--- config.mk ---
export PLATFORM = sky130hd
export DESIGN_NAME = sipo_deser
export DESIGN_NICKNAME = d
export VERILOG_FILES = /design/src/rtl/sipo_pkg.sv /design/src/rtl/sipo_shift_core.sv /design/src/rtl/sipo_deser.sv
export SDC_FILE = /design/constraint.sdc
export NUM_CORES = 1
export LEC_CHECK = 0
export CAP_MARGIN = 20
export CORE_AREA = 2 2 53 45
export CTS_CLUSTER_DIAMETER = 40
export DETAILED_ROUTE_END_ITERATION = 10
export DIE_AREA = 0 0 55 47
export PLACE_DENSITY = 0.76
export SKIP_LAST_GASP = 1
export SYNTH_ARGS = -nofsm -noshare
export SYNTH_HDL_FRONTEND = slang
export SYNTH_HIERARCHICAL = 1
export SYNTH_SLANG_ARGS = --single-unit
--- constraint.sdc ---
create_clock -name clk -period 1.7 [get_ports clk]
set_input_delay 0.255 -clock clk [delete_from_list [all_inputs] [get_ports clk]]
set_output_delay 0.255 -clock clk [all_outputs]
set_load 0.02 [all_outputs]
--- src/rtl/sipo_pkg.sv ---
// sipo_pkg: shared definitions for the sipo_deser deserializer slice.
//   SIPO_LSB_FIRST / SIPO_MSB_FIRST : bit-order selectors for MSB_FIRST
//   sipo_width_ok()                 : legal-width predicate used at elaboration
package sipo_pkg;

    localparam bit SIPO_LSB_FIRST = 1'b0;
    localparam bit SIPO_MSB_FIRST = 1'b1;

    localparam int unsigned SIPO_MIN_WIDTH = 2;
    localparam int unsigned SIPO_MAX_WIDTH = 64;

    function automatic bit sipo_width_ok(input int unsigned width);
        return (width >= SIPO_MIN_WIDTH) && (width <= SIPO_MAX_WIDTH);
    endfunction

endpackage

--- src/rtl/sipo_shift_core.sv ---
// sipo_shift_core: shift register and word-boundary counter.
//   clk, rst_n    : clock, async active-low reset
//   clr           : synchronous clear back to reset state
//   serial_in     : serial data bit, accepted when serial_valid=1
//   bit_cnt       : bits accumulated toward the current word
//   complete      : combinational strobe, high when this edge completes a word
//   word          : next-state shift register value (the completed word)
module sipo_shift_core
    import sipo_pkg::*;
#(
    parameter  int unsigned WIDTH     = 8,
    parameter  bit          MSB_FIRST = SIPO_MSB_FIRST,
    localparam int unsigned CW        = $clog2(WIDTH)
) (
    input  logic             clk,
    input  logic             rst_n,
    input  logic             clr,
    input  logic             serial_in,
    input  logic             serial_valid,
    output logic [CW-1:0]    bit_cnt,
    output logic             complete,
    output logic [WIDTH-1:0] word
);

    localparam logic [CW-1:0] LAST_BIT = CW'(WIDTH - 1);

    logic [WIDTH-1:0] shreg_q, shreg_d;
    logic [CW-1:0]    bit_cnt_q, bit_cnt_d;

    always_comb begin
        shreg_d   = shreg_q;
        bit_cnt_d = bit_cnt_q;
        complete  = 1'b0;
        if (clr) begin
            shreg_d   = '0;
            bit_cnt_d = '0;
        end else if (serial_valid) begin
            if (MSB_FIRST) begin
                shreg_d = {shreg_q[WIDTH-2:0], serial_in};
            end else begin
                shreg_d = {serial_in, shreg_q[WIDTH-1:1]};
            end
            if (bit_cnt_q == LAST_BIT) begin
                bit_cnt_d = '0;
                complete  = 1'b1;
            end else begin
                bit_cnt_d = bit_cnt_q + CW'(1);
            end
        end
    end

    always_ff @(posedge clk or negedge rst_n) begin
        if (!rst_n) begin
            shreg_q   <= '0;
            bit_cnt_q <= '0;
        end else begin
            shreg_q   <= shreg_d;
            bit_cnt_q <= bit_cnt_d;
        end
    end

    // The completed word includes the bit arriving on the completion edge.
    assign word    = shreg_d;
    assign bit_cnt = bit_cnt_q;

endmodule

--- src/rtl/sipo_deser.sv ---
// sipo_deser: serial-in/parallel-out deserializer with output handshake.
//   clk, rst_n   : clock, async active-low reset
//   clr          : synchronous clear back to reset state
//   serial_in    : serial data bit, sampled when serial_valid=1
//   par_out      : holding register with the last completed word
//   par_valid    : par_out holds an unconsumed word
//   par_ready    : downstream accepts par_out this cycle
//   bit_cnt      : bits accumulated toward the current word
//   overrun      : sticky, a completed word was dropped
module sipo_deser
    import sipo_pkg::*;
#(
    parameter  int unsigned WIDTH     = 8,
    parameter  bit          MSB_FIRST = SIPO_MSB_FIRST,
    localparam int unsigned CW        = $clog2(WIDTH)
) (
    input  logic             clk,
    input  logic             rst_n,
    input  logic             clr,
    input  logic             serial_in,
    input  logic             serial_valid,
    output logic [WIDTH-1:0] par_out,
    output logic             par_valid,
    input  logic             par_ready,
    output logic [CW-1:0]    bit_cnt,
    output logic             overrun
);

    if (!sipo_width_ok(WIDTH)) begin : g_bad_width
        $error("sipo_deser: WIDTH must be within 2..64");
    end

    logic             complete;
    logic [WIDTH-1:0] word;

    sipo_shift_core #(
        .WIDTH     (WIDTH),
        .MSB_FIRST (MSB_FIRST)
    ) u_core (
        .clk          (clk),
        .rst_n        (rst_n),
        .clr          (clr),
        .serial_in    (serial_in),
        .serial_valid (serial_valid),
        .bit_cnt      (bit_cnt),
        .complete     (complete),
        .word         (word)
    );

    logic [WIDTH-1:0] par_out_q, par_out_d;
    logic             par_valid_q, par_valid_d;
    logic             overrun_q, overrun_d;

    always_comb begin
        par_out_d   = par_out_q;
        par_valid_d = par_valid_q;
        overrun_d   = overrun_q;
        if (clr) begin
            par_out_d   = '0;
            par_valid_d = 1'b0;
            overrun_d   = 1'b0;
        end else if (complete) begin
            // A word may replace the held one only if that one is consumed now.
            if (!par_valid_q || par_ready) begin
                par_out_d   = word;
                par_valid_d = 1'b1;
            end else begin
                overrun_d = 1'b1;
            end
        end else if (par_valid_q && par_ready) begin
            par_valid_d = 1'b0;
        end
    end

    always_ff @(posedge clk or negedge rst_n) begin
        if (!rst_n) begin
            par_out_q   <= '0;
            par_valid_q <= 1'b0;
            overrun_q   <= 1'b0;
        end else begin
            par_out_q   <= par_out_d;
            par_valid_q <= par_valid_d;
            overrun_q   <= overrun_d;
        end
    end

    assign par_out   = par_out_q;
    assign par_valid = par_valid_q;
    assign overrun   = overrun_q;

endmodule

* After elaboration in Yosys (flattened, before gate mapping) *
Index checks and enable logic that the tools add are counted.
Widths: inputs -> output; s select.

word-level totals
  bits in writable memories = 0
  word-level logic and storage cells = 37
  flip-flop bits (word level) = 21
  output and inout port bits = 13
  memories = 0
  bits in latches = 0
  ROM bits = 0
  input bits = 6

operators by class
  mux-type cells = 18
  $add $sub $neg = 1
  bitwise logic cells = 0
  shift-type cells = 0
  divide/modulo/power cells = 0
  eq/ne operators = 3
  reduce and logical (&&, ||, !) cells = 10
  order comparisons = 0
  multiply operators = 0

operators with widths
  cell                 number
  $mux 8               5
  $mux 1               10
  $mux 3               3
  $reduce_and 2->1     3
  $reduce_bool 2->1    3
  $add 3x1->3 const B  1
  $eq 3x3->1 const B   1
  $ne 3x2->1 const B   1
  $reduce_bool 3->1    1
  $ne 2x2->1 const B   1
  $logic_and 1x1->1    1
  $logic_not 1->1      1
  $logic_or 1x1->1     1

* Longest topological paths before layout *
  depth in word-level cells = 6
  mapped depth = 6
  gate-level depth less buffers = 5

* Cells and area by module *
Netlist, hierarchy kept.

modules (own cells, without submodules)
  module           cells an instance  area an instance (sq um)  instances  sequential area each (sq um)
  sipo_deser       42                 485.5                     1          250.2
  sipo_shift_core  39                 478.0                     1          275.3

* Worst setup path after synthesis *
No wires, ideal clock.

  path kind = register -> register
  start point = register u_core.bit_cnt_q[0] (netlist: u_core/bit_cnt[0])
  end point = register par_out_q[0] (netlist: par_out[0])
  setup slack = 163 ps
  path buffers = 1
  cell stages (with the launch flop) = 7
  setup time = 123 ps
  required time = 1577 ps
  data arrival time = 1414 ps
  period minus slack after synthesis = 1537 ps
  cell sequence = dfrtp_1 -> ha_1 -> ha_1 -> and3b_1 -> nor2b_2 -> buf_6 -> mux2i_1

on the way
  cells in the longest elaborated chain, start to end = 6

RTL lines
  what                                line                   RTL
  start, declared                     sipo_shift_core.sv:28  logic [CW-1:0] bit_cnt_q, bit_cnt_d;
  start signal, assigned              sipo_shift_core.sv:58  bit_cnt_q <= bit_cnt_d;
  $eq 3x3->1                          sipo_shift_core.sv:43  if (bit_cnt_q == LAST_BIT) begin
  $mux 1                              sipo_shift_core.sv:43
  $mux 1                              sipo_shift_core.sv:37  end else if (serial_valid) begin
  $mux 1                              sipo_shift_core.sv:34  if (clr) begin
  named net complete                  sipo_deser.sv:33       logic complete;
  $reduce_bool 2->1 (no source line)  n/a
  $reduce_and 2->1 (no source line)   n/a
  end signal, assigned                sipo_deser.sv:81       par_out_q <= par_out_d;
  end, declared                       sipo_deser.sv:50       logic [WIDTH-1:0] par_out_q, par_out_d;

The timed path passes the listed nets, and every way through them passes these cells.
A chain may end at the register's enable or synchronous reset.

* Worst setup path in the final report *
  start point = register u_core.bit_cnt_q[0] (netlist: u_core/bit_cnt[0])
  end point = output bit_cnt[0]

RTL lines
  what           line              RTL
  end, declared  sipo_deser.sv:25  output logic [CW-1:0] bit_cnt,

No word-level cell between the ends.

==> flow_metrics.py <==
metrics = {
    "status": {
        "status": "complete, no violations",
    },
    "clock_network": {
        "cts_tree": "yes",
        "postCtsSetupBuffers": 0,
        "path_clk_slew_ns": 0.12,
        "cts-hold-fix-buffers": 0,
        "clock_path_buffers": 2,
        "clock_latency_ns": 0.30,
        "cts_resized": 0,
        "cts_max_level": 1,
        "cts_buffers": 3,
        "cts_sinks": 21,
        "root_buffer": "clkbuf_4",
    },
    "synth": {
        "ys.flop_type": "dfrtp_1",
        "synth_cell_type_count": 14,
        "yosysTopAreaCell": "dfrtp_1",
        "ys_top_cells_by_count": "dfrtp_1 (21), mux2i_1 (18), nand2b_1 (17)",
        "synth_area_leaders": "dfrtp_1 (55%), mux2i_1 (19%), nand2b_1 (11%), nor2_1 (5.1%), ha_1 (2.6%)",
        "synth.most_common_cell": "dfrtp_1",
        "synth.avg_cell_area_um2": 11.9,
        "postSynthCellCount": 81,
        "ys_seq_area_share_pct": 54.5,
        "synthesis.nets": 89,
        "synth_top_area_share_pct": 54.5,
        "async_flop_share_pct": 100,
        "synth-edff-count": 0,
        "ys_warn_count": 6,
        "netlist_area_um2": 963,
        "ys_ff_latch": 21,
    },
    "critical_path": {
        "r2r_slack_ns": 0.18,
        "critPathArrivalTime_ns": 1.32,
        "critPathSlowestCell": "clkdlybuf4s50_1",
        "cpPeakStageDelay_ns": 0.61,
        "endpoint_kind": "output pin",
        "crit_family": "buffers and inverters",
        "path_class": "register to output pin",
        "crit_buf_inv": 1,
        "start_kind": "register",
        "crit_chain": "clkdlybuf4s50_1",
        "cp_max_fo": 4,
        "worstPathRequired_ns": 1.44,
    },
    "finish": {
        "multiInputGateArea_um2": 410,
        "fin_util_pct": 59.3,
        "design_area_um2": 1220,
        "fin_nets": 113,
        "regArea_um2": 526,
        "layout-drive-gt1-share_pct": 9.62,
        "fillers": 184,
        "synthToLayoutAreaGrowth_pct": 27.0,
        "num_antenna_cells": 0,
        "fin_cells": 129,
    },
    "place": {
        "portBuffers": 18,
        "place.gp.congestion": 0.712,
        "pre_cts_ws_ns": 0.159,
        "dp_hpwl_um": 1120,
        "dp_cells": 125,
        "place_area_um2": 1200,
    },
    "pwr": {
        "irDropWorstVdd_mv": 0.415,
        "totalPowerFinal_uw": 831,
        "power.density_nw_per_um2": 679,
        "leakagePower_nw": 0.552,
    },
    "timing": {
        "fin_crit_sh_pct": 92.7,
        "worst_slack_ns": 0.125,
        "grt_setup_unrepaired": "no",
        "setup_tns_ns": 0,
        "period_needed_ns": 1.58,
        "hold_slack_ns": 0.289,
        "slew_viol_final": 0,
        "worstMarginPinSlew_ns": 0.268,
        "slew_headroom_pct": 82.2,
        "hold_viol_final": 0,
        "max_freq_mhz": 635,
        "finalClockSkew_ns": 0.00231,
        "finalSetupViolCount": 0,
    },
    "global_route": {
        "grt_antenna_before_repair": 0,
        "grt_max_degree": 30,
        "grt_pass1_wl_um": 2890,
        "grt_overflow": 0,
        "grt_pass1_vias": 665,
        "grt.total_usage_pct": 16.0,
    },
    "floorplanning": {
        "rows": 15,
        "initial_core_util_pct": 46.7,
        "die_x_um": 55,
        "io_pins": 19,
        "die_y_um": 47,
        "core_area_um2": 2060,
        "design.die.area_um2": 2590,
    },
    "hold_path": {
        "hold_class": "input pin to async pin",
    },
    "route": {
        "viasPerCell": 4.80,
        "wl_per_cell_um": 12.6,
        "drtIter0Drc": 8,
        "vias": 619,
        "drt_first_pass_iters": 3,
        "antenna_left": 0,
        "route.detailed.drc": 0,
        "wl_um": 1620,
    },
    "run": {
        "maxCapViolCount": 0,
    },
}
==> sequential cells by signal, indices dropped and copies added (netlist names) <==
register        count
u_core/shreg_q      8
u_core/bit_cnt      3
overrun             1
par_valid           1
par_out             8
==> cell usage in the layout, fill, tap and decap left out, drive strengths merged <==
cell type      count
nor2b              2
dfrtp             21
nand2b            17
or3b               1
mux2i             18
and3b              1
a21oi              2
nor2              13
ha                 2
clkbuf             4
clkdlybuf4s50     18
buf                5
==> final cells by class <==
class,count,area share [%]
flip-flops and latches,21,42.9
repair buffers,23,18.8
clock buffers,4,2.15
well taps,25,2.56
multi-input cells,56,33.5
==> cell families after synthesis <==
group / Yosys count / synth area share [%]
buffers and inverters: 4 / 2.86
DFF: 21 / 54.5
AOI/OAI and AO/OA: 2 / 1.04
muxes: 18 / 18.7
adders and majority gates: 2 / 2.60
and+or+nand+nor: 34 / 20.3
==> routing by layer <==
layer	GRT usage [%]	up-vias	routed length (µm)
met5	0	-	0
met4	5.85	0	15
met3	3.50	2	80
met2	24.0	15	674
met1	23.0	284	849
li1	-	318	-
==> report_power, final <==
group	total [mW]	switching (mW)	internal [mW]
Clock	0.244	0.153	0.0915
Combinational	0.0768	0.0387	0.0380
Sequential	0.510	0.00458	0.506
==> worst paths after layout <==
check                      cells after the start         startpoint         end
max                                            1  u_core/bit_cnt[0]  bit_cnt[0]
min                                            2              rst_n     overrun
max reg2reg                                    6  u_core/bit_cnt[0]  par_out[0]
min reg2reg                                    2            overrun     overrun
max in group asynchronous                      2              rst_n  par_out[4]
min in group clk                               2            overrun     overrun
Note: power is estimated with default switching activity, not from simulation.
